**src/rtl/codec_sample_feeder.sv**
```systemverilog
// Stereo PCM FIFO feeding the AC97 codec interface; the presented pair changes
// only in the cycle the codec sees a rising edge of PCM_Playback_Accept.
module codec_sample_feeder #(
  parameter int WIDTH = 16,
  parameter int DEPTH = 4,
  parameter int AW    = 2
) (
  input  logic             clk,
  input  logic             reset_n,
  input  logic [WIDTH-1:0] sample_left,
  input  logic [WIDTH-1:0] sample_right,
  input  logic             sample_valid,
  output logic             sample_ready,
  input  logic             PCM_Playback_Accept,
  output logic [WIDTH-1:0] PCM_Playback_Left,
  output logic [WIDTH-1:0] PCM_Playback_Right,
  output logic [AW:0]      fill_level,
  output logic             underrun,
  output logic [7:0]       underrun_count
);

  logic [WIDTH-1:0] r_mem_l [DEPTH];
  logic [WIDTH-1:0] r_mem_r [DEPTH];
  logic [AW:0]      r_wptr;
  logic [AW:0]      r_rptr;
  logic [WIDTH-1:0] r_held_l;
  logic [WIDTH-1:0] r_held_r;
  logic             r_accept_q;
  logic             r_alive;
  logic             r_underrun;
  logic [7:0]       r_urun_cnt;

  logic             w_frame;
  logic             w_empty;
  logic             w_full;
  logic             w_push;
  logic             w_pop;
  logic [WIDTH-1:0] w_head_l;
  logic [WIDTH-1:0] w_head_r;

  assign w_frame      = PCM_Playback_Accept & ~r_accept_q;
  assign fill_level   = r_wptr - r_rptr;
  assign w_empty      = (r_wptr == r_rptr);
  assign w_full       = (fill_level == (AW+1)'(DEPTH));
  // r_alive keeps ready low during reset and for the release cycle
  assign sample_ready = r_alive & ~w_full;
  assign w_push       = sample_valid & sample_ready;
  assign w_pop        = w_frame & ~w_empty;
  assign w_head_l     = r_mem_l[r_rptr[AW-1:0]];
  assign w_head_r     = r_mem_r[r_rptr[AW-1:0]];

  assign underrun       = r_underrun;
  assign underrun_count = r_urun_cnt;

  // Head is forwarded in the frame cycle so the codec latches the new pair
  // on the same edge that moves it into the held registers.
  always_comb begin
    PCM_Playback_Left  = r_held_l;
    PCM_Playback_Right = r_held_r;
    if (w_pop) begin
      PCM_Playback_Left  = w_head_l;
      PCM_Playback_Right = w_head_r;
    end
  end

  always_ff @(posedge clk) begin
    if (w_push) begin
      r_mem_l[r_wptr[AW-1:0]] <= sample_left;
      r_mem_r[r_wptr[AW-1:0]] <= sample_right;
    end
  end

  always_ff @(posedge clk or negedge reset_n) begin
    if (!reset_n) begin
      r_wptr     <= '0;
      r_rptr     <= '0;
      r_held_l   <= '0;
      r_held_r   <= '0;
      r_accept_q <= 1'b0;
      r_alive    <= 1'b0;
      r_underrun <= 1'b0;
      r_urun_cnt <= '0;
    end else begin
      r_alive    <= 1'b1;
      r_accept_q <= PCM_Playback_Accept;
      r_underrun <= w_frame & w_empty;
      if (w_push) r_wptr <= r_wptr + (AW+1)'(1);
      if (w_pop) begin
        r_rptr   <= r_rptr + (AW+1)'(1);
        r_held_l <= w_head_l;
        r_held_r <= w_head_r;
      end
      if (w_frame && w_empty && r_urun_cnt != 8'hFF)
        r_urun_cnt <= r_urun_cnt + 8'd1;
    end
  end

endmodule

```
**config.mk**
```make
export PLATFORM = sky130hd
export DESIGN_NAME = codec_sample_feeder
export DESIGN_NICKNAME = d
export VERILOG_FILES = /design/src/rtl/codec_sample_feeder.sv
export SDC_FILE = /design/constraint.sdc
export NUM_CORES = 1
export LEC_CHECK = 0
export ABC_CLOCK_PERIOD_IN_PS = 3100
export BUFFER_PORTS_ARGS = -buffer_cell sky130_fd_sc_hd__buf_2
export CORE_UTILIZATION = 50
export DETAILED_ROUTE_END_ITERATION = 8
export PLACE_DENSITY = 0.73
export RECOVER_POWER = 100
export SLEW_MARGIN = 40
export SYNTH_ARGS = -nofsm -noshare
export SYNTH_HDL_FRONTEND = slang
export SYNTH_SLANG_ARGS = --single-unit
```
**constraint.sdc**
```tcl
create_clock -name clk -period 3.1 [get_ports clk]
set_input_delay 0.465 -clock clk [delete_from_list [all_inputs] [get_ports clk]]
set_output_delay 0.465 -clock clk [all_outputs]
set_load 0.03 [all_outputs]
```
==> reports/metrics.csv, run 1 <==
stage,metric,value,unit
run_status,outcome,"finished, violations left",
run_status,failing checks,"capacitance limit, slew limit",
synthesis,Post-Synth Simple-Gate Area,0.02231,
cells_and_area,post-route insts no fill,612,
sta,Slew @ Worst Pin,2008,ps
synthesis,"EDFF count, synth",128,
synthesis,sequential area share after synthesis,0.7534,
global_route,first-pass GRT wire length,18.28,mm
global_route,number of global-route vias before repair,3393,
sta,Final Hold Fails,0,
power,Psw,2789,uW
critical_path,"CP delay by family, top",multiplexers,
critical_path,Worst path slowest cell,mux4_2,
place,Post-DP HPWL,7.122,mm
global_route,antenna violations before repair,0,
cts,cts bufs inserted,17,
sta,Period minus WS final,2955,ps
cells_and_area,Area Overhead vs Synth,19.02,%
critical_path,worst reg2reg setup slack,240,ps
sta,TNS Setup,0,ps
power,combinational share of power,0.341,
critical_path,CP peak stage delay,590,ps
routing,drt first pass iters,4,
power,P_int,5501,uW
sta,fmax,338.4,MHz
run,max-cap viol count,1,
critical_path,CP startpoint,r_rptr[0]$_DFFE_PN0P_,
synthesis,Syn Std Cell Area,6729,um2
sta,final setup fails,0,
sta,final worst-path cycle share,0.9533,
cells_and_area,ant diodes,0,
floorplanning,row count,42,
critical_path,"Max FO, Critical Path",34,
cts,CTS tree,done,
synthesis,Synth Area in Adders,0.01785,
cts,CTS root buf,clkbuf_16,
routing,Routed Antenna Nets,0,
cts,clock-pin slew on the worst setup and hold paths,60,ps
cells_and_area,Multi-input gate area,1564,um2
cells_and_area,FF+latch area,5072,um2
power,Power Total,8290,uW
routing,# DRC,0,
synthesis,unique cell type count in the Yosys netlist,36,
power,PD cells,1035,nW/um2
hold_path,min-delay src,PCM_Playback_Accept,
critical_path,Worst setup EP type,output pin,
floorplanning,Die Y-Extent,118.0,um
place,placed cell count,576,
global_route,largest net degree at the start of global routing,35,
synthesis,Synth Area in Compound Gates,0.01171,
sta,Final Worst Setup Slack,144.6,ps
routing,Total Wirelength,11.74,mm
power,Lkg Pwr,0.002919,uW
cells_and_area,Fillers,977,
power,Reg power frac,0.390,
routing,vias per inst,5.297,
power,Switching Share,0.3364,
place,DP Area,7413,um2
critical_path,CP Buf/Inv Count,2,
cts,H-tree Lvls,4,
synthesis,main combinational cell family by area after synthesis,multiplexers,
cts,cts hold-fix bufs,0,
place,RePlAce Congestion,0.7080,
cts,Clock Latency Late Sink,430,ps
critical_path,critical path data required time,2630,ps
floorplanning,io pins,81,
synthesis,Avg Synthesized Cell Area,21.09,um2
synthesis,Synth Net Count,364,
sta,Relative slew margins,-0.3388,
synthesis,share of async-settable or async-resettable flops after synthesis,0.2768,
floorplanning,Initial Utilization,0.5101,
sta,max-slew violation count,35,
cells_and_area,final net count,468,
sta,unrepaired setup endpoints after global routing,false,
synthesis,Post-Syn Instances,319,
place,IO Port Bufs,80,
cells_and_area,Final Cell Area,8009,um2
synthesis,Most used DFF post-synth,edfxtp_1,
critical_path,Startpoint Class,flip-flop,
critical_path,WS Path Type,flip-flop to output pin,
critical_path,R2R Path Start,r_wptr[0]$_DFFE_PN0P_,
global_route,GRT overflow,0,
critical_path,cells along the critical path,"buf_4, mux4_2, mux2_1, clkbuf_2",
routing,DR vias,3242,
routing,Routed wire per std cell,19.19,um
sta,skew final,7.877,ps
synthesis,XOR/XNOR share of the synthesized area,0.01283,
floorplanning,Die ar.,13930,um2
floorplanning,Core Box Area,13190,um2
global_route,GRT Util Overall,0.1815,
hold_path,Hold Crit Class,input pin to flip-flop,
synthesis,Synth Register Bits,177,
synthesis,Yosys warnings,0,
synthesis,mux cell area share after synthesis,0.1690,
place,Placement Setup Slack,489.6,ps
critical_path,WP data arrival,2490,ps
cts,deepest clock path buffer count,2,
floorplanning,Die X,118.0,um
power,Worst IR Drop VDD,525.9,uV
power,clock network power share,0.269,
cells_and_area,layout cells sized above 1,0.3165,
cts,Clock Sinks,177,
routing,DR iter-0 viols,226,
registers in the layout, indices dropped and copies added (netlist names):
signal	cells
r_held_l	16
underrun	1
r_mem_l	64
r_accept_q	1
r_alive	1
r_mem_r	64
r_held_r	16
r_wptr	3
underrun_count	8
r_rptr	3
power by group through the flow:
| stage | Clock [uW] | Sequential, uW | Combinational, uW |
|---|---|---|---|
| 2_1_floorplan | 0 | 3260 | 2120 |
| 5_1_grt | 2360 | 3280 | 3050 |
| 6_report | 2230 | 3240 | 2830 |
| 3_3_place_gp | 0 | 3260 | 2860 |
| 4_1_cts | 2270 | 3240 | 2920 |
| 3_5_place_dp | 0 | 3280 | 2890 |
repair_timing:
action	CTS	global route
gates resized for setup	0	1
gates cloned	0	1
pin swaps	1	1
setup endpoints to repair	1	32
setup buffers	2	1
metal layers:
metal,GRT usage,up-vias,wire (um)
met2,0.2904,77,6082
met3,0.05329,19,501
met1,0.2306,1683,4974
met5,0,-,0
met4,0.08173,0,185
li1,-,1463,-
stage by stage:
stage	util	hold slack, ps
after floorplan	-	169.4
after global placement	0.5620	472.9
after detailed placement	0.5620	479.6
after CTS	0.6107	148.3
after global routing	0.6072	181.5
final	0.6072	186.4
cells in the mapped netlist, types with 3 or more instances:
library cell	number	area [um2]
and2_1	3	18.77
buf_2	6	30.03
clkbuf_1	4	15.01
dfrtp_1	49	1226
edfxtp_1	128	3844
ha_1	8	100.1
inv_1	8	30.03
mux2_1	11	123.9
mux2_2	26	292.8
mux4_2	32	720.7
nand2_1	6	22.52
nor2_1	3	11.26
o21ai_0	3	15.01
xor2_1	5	43.79
kinds of logic (layout without fill, tap and decap cells):
family,Yosys count,count (layout)
XOR/XNOR,8,8
other,1,1
buffers and inverters,19,136
multiplexers,69,69
adder cells (fa/ha/maj),9,9
flip-flops,177,177
AO/OA/AOI/OAI,10,10
AND/OR/NAND/NOR,26,26
layout by cell type, fill, tap and decap left out, types with 4 or more instances in the layout:
cell type and count:
dfrtp_1 47, ha_1 8, clkbuf_16 18, mux2_2 22
clkbuf_2 33, inv_1 8, xor2_1 5, bufinv_16 4
clkbuf_1 48, mux4_2 32, buf_4 7, nand2_1 6
edfxtp_1 128, mux2_1 15
final cells by class:
type | instances | share of cell area
Sequential cell | 177 | 0.6333
Multi-Input combinational cell | 123 | 0.1953
Inverter | 8 | 0.003749
Timing Repair Buffer | 96 | 0.06187
Tap cell | 176 | 0.02750
Clock inverter | 14 | 0.02343
Clock buffer | 18 | 0.05484
final timing paths:
check,depth (start not counted),endpoint
worst max-delay path,4,PCM_Playback_Right[14]
worst min-delay path,1,r_accept_q$_DFF_PN0_
worst max register to register,7,r_mem_l[1][11]$_DFFE_PP_
worst min register to register,1,r_held_r[3]$_DFF_PN0_
max in group asynchronous,2,r_held_r[0]$_DFF_PN0_
min in group asynchronous,1,r_held_l[13]$_DFF_PN0_
Power figures use the tool's default switching activity.
==> run 2: changes to the inputs <==
--- a/config.mk
+++ b/config.mk
@@ -5,11 +5,11 @@
 export SDC_FILE = /design/constraint.sdc
 export NUM_CORES = 1
 export LEC_CHECK = 0
-export ABC_CLOCK_PERIOD_IN_PS = 3100
+export ABC_CLOCK_PERIOD_IN_PS = 2700
 export BUFFER_PORTS_ARGS = -buffer_cell sky130_fd_sc_hd__buf_2
 export CORE_UTILIZATION = 50
 export DETAILED_ROUTE_END_ITERATION = 8
-export PLACE_DENSITY = 0.73
+export PLACE_DENSITY = 0.76
 export RECOVER_POWER = 100
 export SLEW_MARGIN = 40
 export SYNTH_ARGS = -nofsm -noshare
==> constraint.sdc (replaced) <==
create_clock -name clk -period 2.7 [get_ports clk]
set_input_delay 0.405 -clock clk [delete_from_list [all_inputs] [get_ports clk]]
set_output_delay 0.405 -clock clk [all_outputs]
set_load 0.03 [all_outputs]
==> run 2 against run 1 <==
Effect of this change:
- highest routed layer unchanged
- first-iteration DRC count grew 2.2%
- hold slack lost 33 ps
- die area is the same
- sequential cell count is the same
- clock power grew 14%
- clock skew shrank 1.9 ps
- the flow now finishes without violations
- design area grew 4.8%
- largest cell class unchanged
- combinational power grew 42%
==> reports/metrics.csv, run 2 (same netlist as run 1, synthesis figures left out) <==
stage,metric,value,unit
run_status,outcome,"complete, no violations",
global_route,first-pass GRT wire length,20.47,mm
cells_and_area,layout cells sized above 1,0.3795,
power,combinational share of power,0.392,
cts,CTS root buf,clkbuf_16,
cts,CTS tree,done,
critical_path,CP startpoint,r_rptr[0]$_DFFE_PN0P_,
global_route,number of global-route vias before repair,3642,
cells_and_area,"most common cell after layout, fill and taps aside",edfxtp_1,
global_route,largest net degree at the start of global routing,33,
cells_and_area,Multi-input gate area,1640,um2
critical_path,Worst setup EP type,output pin,
power,clock network power share,0.247,
routing,DR vias,3423,
routing,Total Wirelength,13.15,mm
critical_path,R2R Path Start,r_wptr[1]$_DFFE_PN0P_,
sta,Period minus WS final,2643,ps
floorplanning,Die Y-Extent,118.0,um
routing,# DRC,0,
critical_path,Setup crit end,PCM_Playback_Right[3],
floorplanning,Core Box Area,13190,um2
cts,cts bufs inserted,17,
critical_path,WP data arrival,2240,ps
floorplanning,Die X,118.0,um
sta,Final Hold Fails,0,
cells_and_area,Post-Route Utilization,0.6361,
run,max-cap viol count,0,
floorplanning,Initial Utilization,0.5101,
routing,routed wl met2,6.789,mm
power,Worst IR Drop VDD,839.9,uV
cts,H-tree Lvls,4,
hold_path,worst hold path depth,1,
place,IO Port Bufs,80,
routing,drt first pass iters,4,
power,PD cells,1224,nW/um2
cts,Clock Sinks,177,
cells_and_area,most frequent cells in the layout,"128 x edfxtp_1, 47 x dfrtp_1, 43 x clkbuf_1",
sta,skew final,5.953,ps
critical_path,Startpoint Class,flip-flop,
critical_path,"Max FO, Critical Path",9,
routing,Routed wire per std cell,21.07,um
power,P_int,6867,uW
cts,clock-pin slew on the worst setup and hold paths,60,ps
routing,vias per inst,5.486,
cells_and_area,final net count,480,
sta,max-slew violation count,0,
routing,Top Metal Used,met4,
sta,Slew @ Worst Pin,964.4,ps
place,Post-DP HPWL,7.359,mm
cells_and_area,Fillers,950,
cts,Clock Latency Late Sink,420,ps
cts,deepest clock path buffer count,2,
critical_path,critical path data required time,2300,ps
critical_path,RR Endpoint,r_mem_r[0][9]$_DFFE_PP_,
sta,Relative slew margins,0.3571,
floorplanning,io pins,81,
sta,final setup fails,0,
critical_path,cell count of the worst reg-to-reg path,7,
global_route,antenna violations before repair,0,
global_route,GRT overflow,0,
routing,DRT met1 WL,5.407,mm
sta,fmax,378.3,MHz
cells_and_area,ant diodes,0,
cells_and_area,FF+latch area,5072,um2
routing,Routed Antenna Nets,0,
sta,Min Hold Slack,153.7,ps
power,Lkg Pwr,0.003111,uW
sta,final worst-path cycle share,0.9789,
critical_path,WS Path Type,flip-flop to output pin,
place,RePlAce Congestion,0.7542,
routing,DR iter-0 viols,231,
floorplanning,Die ar.,13930,um2
sta,unrepaired setup endpoints after global routing,true,
critical_path,worst reg2reg setup slack,180,ps
floorplanning,row count,42,
hold_path,Hold Crit Class,input pin to flip-flop,
power,Reg power frac,0.360,
power,Switching Share,0.3316,
cells_and_area,Area Overhead vs Synth,24.69,%
global_route,GRT Util Overall,0.2052,
routing,routed wl met3,664,um
power,Psw,3406,uW
==> run 2: cell types whose count changed in the layout (fill, tap and decap cells not counted), sizes merged <==
cell	before	now
buf	11	60
clkbuf	103	64
clkinv	6	7
dlygate4sd3	0	1
==> run 2: repair_timing <==
action	in CTS	in global routing
resized for setup	48	8
hold buffers	0	1
setup endpoints to repair	33	33
gates cloned	4	1
endpoints found under the hold margin	0	31
pin swaps	2	1
setup buffers	10	1
==> run 2: layout make-up <==
class                           count  area share
Tap cell                          176     0.02625
Multi-Input combinational cell    123      0.1955
Sequential cell                   177      0.6045
Clock inverter                     15     0.02282
Inverter                            8    0.003579
Clock buffer                       17     0.05070
Timing Repair Buffer              108     0.09663
==> run 2: power by group through the flow <==
stage / registers (uW) / clock network [uW] / logic, uW
2_1_floorplan: 3740 / 0 / 2440
3_3_place_gp: 3760 / 0 / 3310
3_5_place_dp: 3790 / 0 / 3340
4_1_cts: 3700 / 2590 / 4000
5_1_grt: 3750 / 2680 / 4280
6_report: 3700 / 2540 / 4030
==> run 2: through the flow <==
| step | instance area, um2 | TNS [ps] | worst slack (ps) | instances | power, uW |
|---|---|---|---|---|---|
| finish | 8391 | 0 | 56.84 | 624 | 10270 |
| global route | 8391 | -54.59 | -14.24 | 624 | 10710 |
| CTS | 8409 | -157.7 | -36.36 | 622 | 10280 |
| detailed placement | 7451 | 0 | 151.4 | 576 | 7130 |
| global placement | 7451 | 0 | 196.5 | 576 | 7070 |
| floorplan | 6734 | 0 | 37.75 | 319 | 6180 |
==> run 2: worst max-delay path, cell delays in order, from the launching register on <==
cell	delay, ps
dfrtp_2	440
ha_4	280
nand2_2	90
o21ai_4	170
buf_4	150
buf_12	150
mux2_1	360
buf_2	190
==> run 2: layer usage <==
| metal | GRT usage | vias up |
|---|---|---|
| li1 | - | 1489 |
| met1 | 0.2585 | 1802 |
| met2 | 0.3438 | 109 |
| met3 | 0.05572 | 23 |
| met4 | 0.07131 | 0 |
| met5 | 0 | - |
==> run 2: how the worst min path moves through the flow <==
stage / from / endpoint / slack [ps]
2_1_floorplan: reset_n / r_accept_q$_DFF_PN0_ / 110
3_3_place_gp: r_held_r[9]$_DFF_PN0_ / r_held_r[9]$_DFF_PN0_ / 470
3_5_place_dp: r_held_r[9]$_DFF_PN0_ / r_held_r[9]$_DFF_PN0_ / 480
4_1_cts: reset_n / r_held_r[15]$_DFF_PN0_ / 100
5_1_grt: PCM_Playback_Accept / r_accept_q$_DFF_PN0_ / 140
6_report: PCM_Playback_Accept / r_accept_q$_DFF_PN0_ / 150
==> run 3: changes to the inputs <==
--- a/config.mk
+++ b/config.mk
@@ -7,6 +7,7 @@
 export LEC_CHECK = 0
 export ABC_CLOCK_PERIOD_IN_PS = 2700
 export BUFFER_PORTS_ARGS = -buffer_cell sky130_fd_sc_hd__buf_2
+export CORE_MARGIN = 2
 export CORE_UTILIZATION = 50
 export DETAILED_ROUTE_END_ITERATION = 8
 export PLACE_DENSITY = 0.76
==> run 3 against run 2 <==
Effect of this change:
- the run now ends with setup timing left
- first-iteration DRC count decreased by 11%
- clock power decreased by 3%
- sequential power about the same
- core utilization decreased by 1.3 points
- sequential cell count unchanged
- highest routed layer is now met5
- routed wire length decreased by 4.8%
- largest cell class unchanged
- critical endpoint is now sample_ready
==> reports/metrics.csv, run 3 (same netlist as run 1, synthesis figures left out) <==
stage,metric,value,unit
cells_and_area,most frequent cells in the layout,"128 x edfxtp_1, 47 x dfrtp_1, 45 x clkbuf_1",
power,Worst IR Drop VDD,763.7,uV
cells_and_area,"most common cell after layout, fill and taps aside",edfxtp_1,
critical_path,Worst setup EP type,output pin,
global_route,GRT Util Overall,0.1827,
power,combinational share of power,0.375,
floorplanning,Core Box Area,13190,um2
floorplanning,Die X,120.0,um
run_status,outcome,"finished, violations left",
sta,max-slew violation count,0,
power,clock network power share,0.249,
place,RePlAce Congestion,0.7295,
sta,final setup fails,1,
cts,cts bufs inserted,17,
routing,DR iter-0 viols,205,
routing,# DRC,0,
critical_path,Startpoint Class,flip-flop,
run,max-cap viol count,0,
sta,Final Hold Fails,0,
power,Psw,3327,uW
cts,clock-pin slew on the worst setup and hold paths,60,ps
global_route,antenna violations before repair,1,
floorplanning,row count,42,
sta,Slew @ Worst Pin,989.1,ps
place,Post-DP HPWL,7.486,mm
sta,Min Hold Slack,147.4,ps
routing,Routed Antenna Nets,0,
global_route,number of global-route vias before repair,3488,
power,P_int,6587,uW
critical_path,WP data arrival,2330,ps
run_status,failing checks,setup timing,
place,IO Port Bufs,80,
global_route,first-pass GRT wire length,19.17,mm
cells_and_area,layout cells sized above 1,0.3612,
cts,CTS tree,done,
place,Placement Setup Slack,208.2,ps
cells_and_area,Area Overhead vs Synth,22.18,%
sta,Period minus WS final,2731,ps
cts,deepest clock path buffer count,2,
floorplanning,Die Y-Extent,120.0,um
sta,fmax,366.2,MHz
power,Reg power frac,0.376,
cells_and_area,final net count,475,
floorplanning,io pins,81,
global_route,GRT overflow,0,
global_route,largest net degree at the start of global routing,37,
cts,H-tree Lvls,4,
floorplanning,Die ar.,14400,um2
critical_path,WS Path Type,flip-flop to output pin,
sta,skew final,10.39,ps
routing,DR vias,3341,
cts,Clock Sinks,177,
cts,CTS root buf,clkbuf_16,
sta,Relative slew margins,0.3406,
floorplanning,Initial Utilization,0.5101,
routing,vias per inst,5.397,
power,Switching Share,0.3356,
critical_path,"Max FO, Critical Path",4,
sta,Final Worst Setup Slack,-30.99,ps
power,PD cells,1206,nW/um2
sta,unrepaired setup endpoints after global routing,true,
critical_path,critical path data required time,2300,ps
routing,Total Wirelength,12.52,mm
routing,drt first pass iters,4,
cells_and_area,ant diodes,0,
cts,Clock Latency Late Sink,420,ps
sta,TNS Setup,-30.99,ps
sta,final worst-path cycle share,1.011,
power,Lkg Pwr,0.003015,uW
routing,Routed wire per std cell,20.22,um
hold_path,Hold Crit Class,input pin to flip-flop,
==> run 3: cell types whose count changed in the layout (fill, tap and decap cells not counted), sizes merged <==
cell / change
buf: -4
clkbuf: +1
bufinv: -1
clkinvlp: -1
==> run 3: worst paths after layout <==
path | endpoint | slack (ps) | depth (start not counted) | from
min in group asynchronous | underrun_count[4]$_DFFE_PN0P_ | 670 | 2 | reset_n
worst min register to register | r_held_r[3]$_DFF_PN0_ | 480 | 1 | r_held_r[3]$_DFF_PN0_
worst min-delay path | r_accept_q$_DFF_PN0_ | 150 | 1 | PCM_Playback_Accept
worst max-delay path | sample_ready | -30 | 5 | r_wptr[1]$_DFFE_PN0P_
worst max register to register | r_mem_r[1][14]$_DFFE_PP_ | 220 | 6 | r_wptr[1]$_DFFE_PN0P_
max in group asynchronous | r_rptr[1]$_DFFE_PN0P_ | 1030 | 3 | reset_n
==> run 3: worst max-delay path, stage by stage (launching register included) <==
cell,delay [ps]
dfrtp_1,460
inv_1,150
fa_1,440
xor3_2,290
a31oi_1,320
buf_4,230
==> run 3: what timing repair did <==
action | 4_1_cts | 5_1_grt
hold endpoints to repair | 34 | 0
pin swaps | 1 | 2
setup buffers | 4 | 2
hold buffers | 1 | 0
setup endpoints to repair | 33 | 29
resized for setup | 30 | 11
cloned | 1 | 1
==> run 3: per-layer routing <==
metal  part of all wire  vias to the layer above  track usage
li1                   -                     1485            -
met4             0.0098                        2      0.06176
met2               0.50                      100       0.2862
met3              0.051                       14      0.05276
met1               0.44                     1740       0.2488
met5             0.0010                        -            0
==> run 3: through the flow <==
stage	power [uW]	utilization	instance area (um2)	cells
after floorplan	6180	-	6734	319
after global placement	7081	0.5666	7473	579
after detailed placement	7155	0.5668	7476	579
after CTS	9902	0.6237	8227	617
after global routing	10350	0.6233	8222	619
final	9914	0.6233	8222	619
==> run 3: cell type report <==
type / count / area (um2)
fill: 945 / 4969
tap: 176 / 220.2
clock inverter: 13 / 161.4
inverter: 8 / 30.03
multi-input combinational: 123 / 1630
clock buffer: 19 / 442.9
sequential: 177 / 5072
timing repair buffer: 103 / 664.4
==> run 3: power by group through the flow <==
stage          registers (uW)  logic (uW)  clock network (uW)
6_report                 3720        3720                2470
5_1_grt                  3770        3960                2630
4_1_cts                  3720        3660                2520
3_5_place_dp             3770        3390                   0
3_3_place_gp             3740        3340                   0
2_1_floorplan            3740        2440                   0
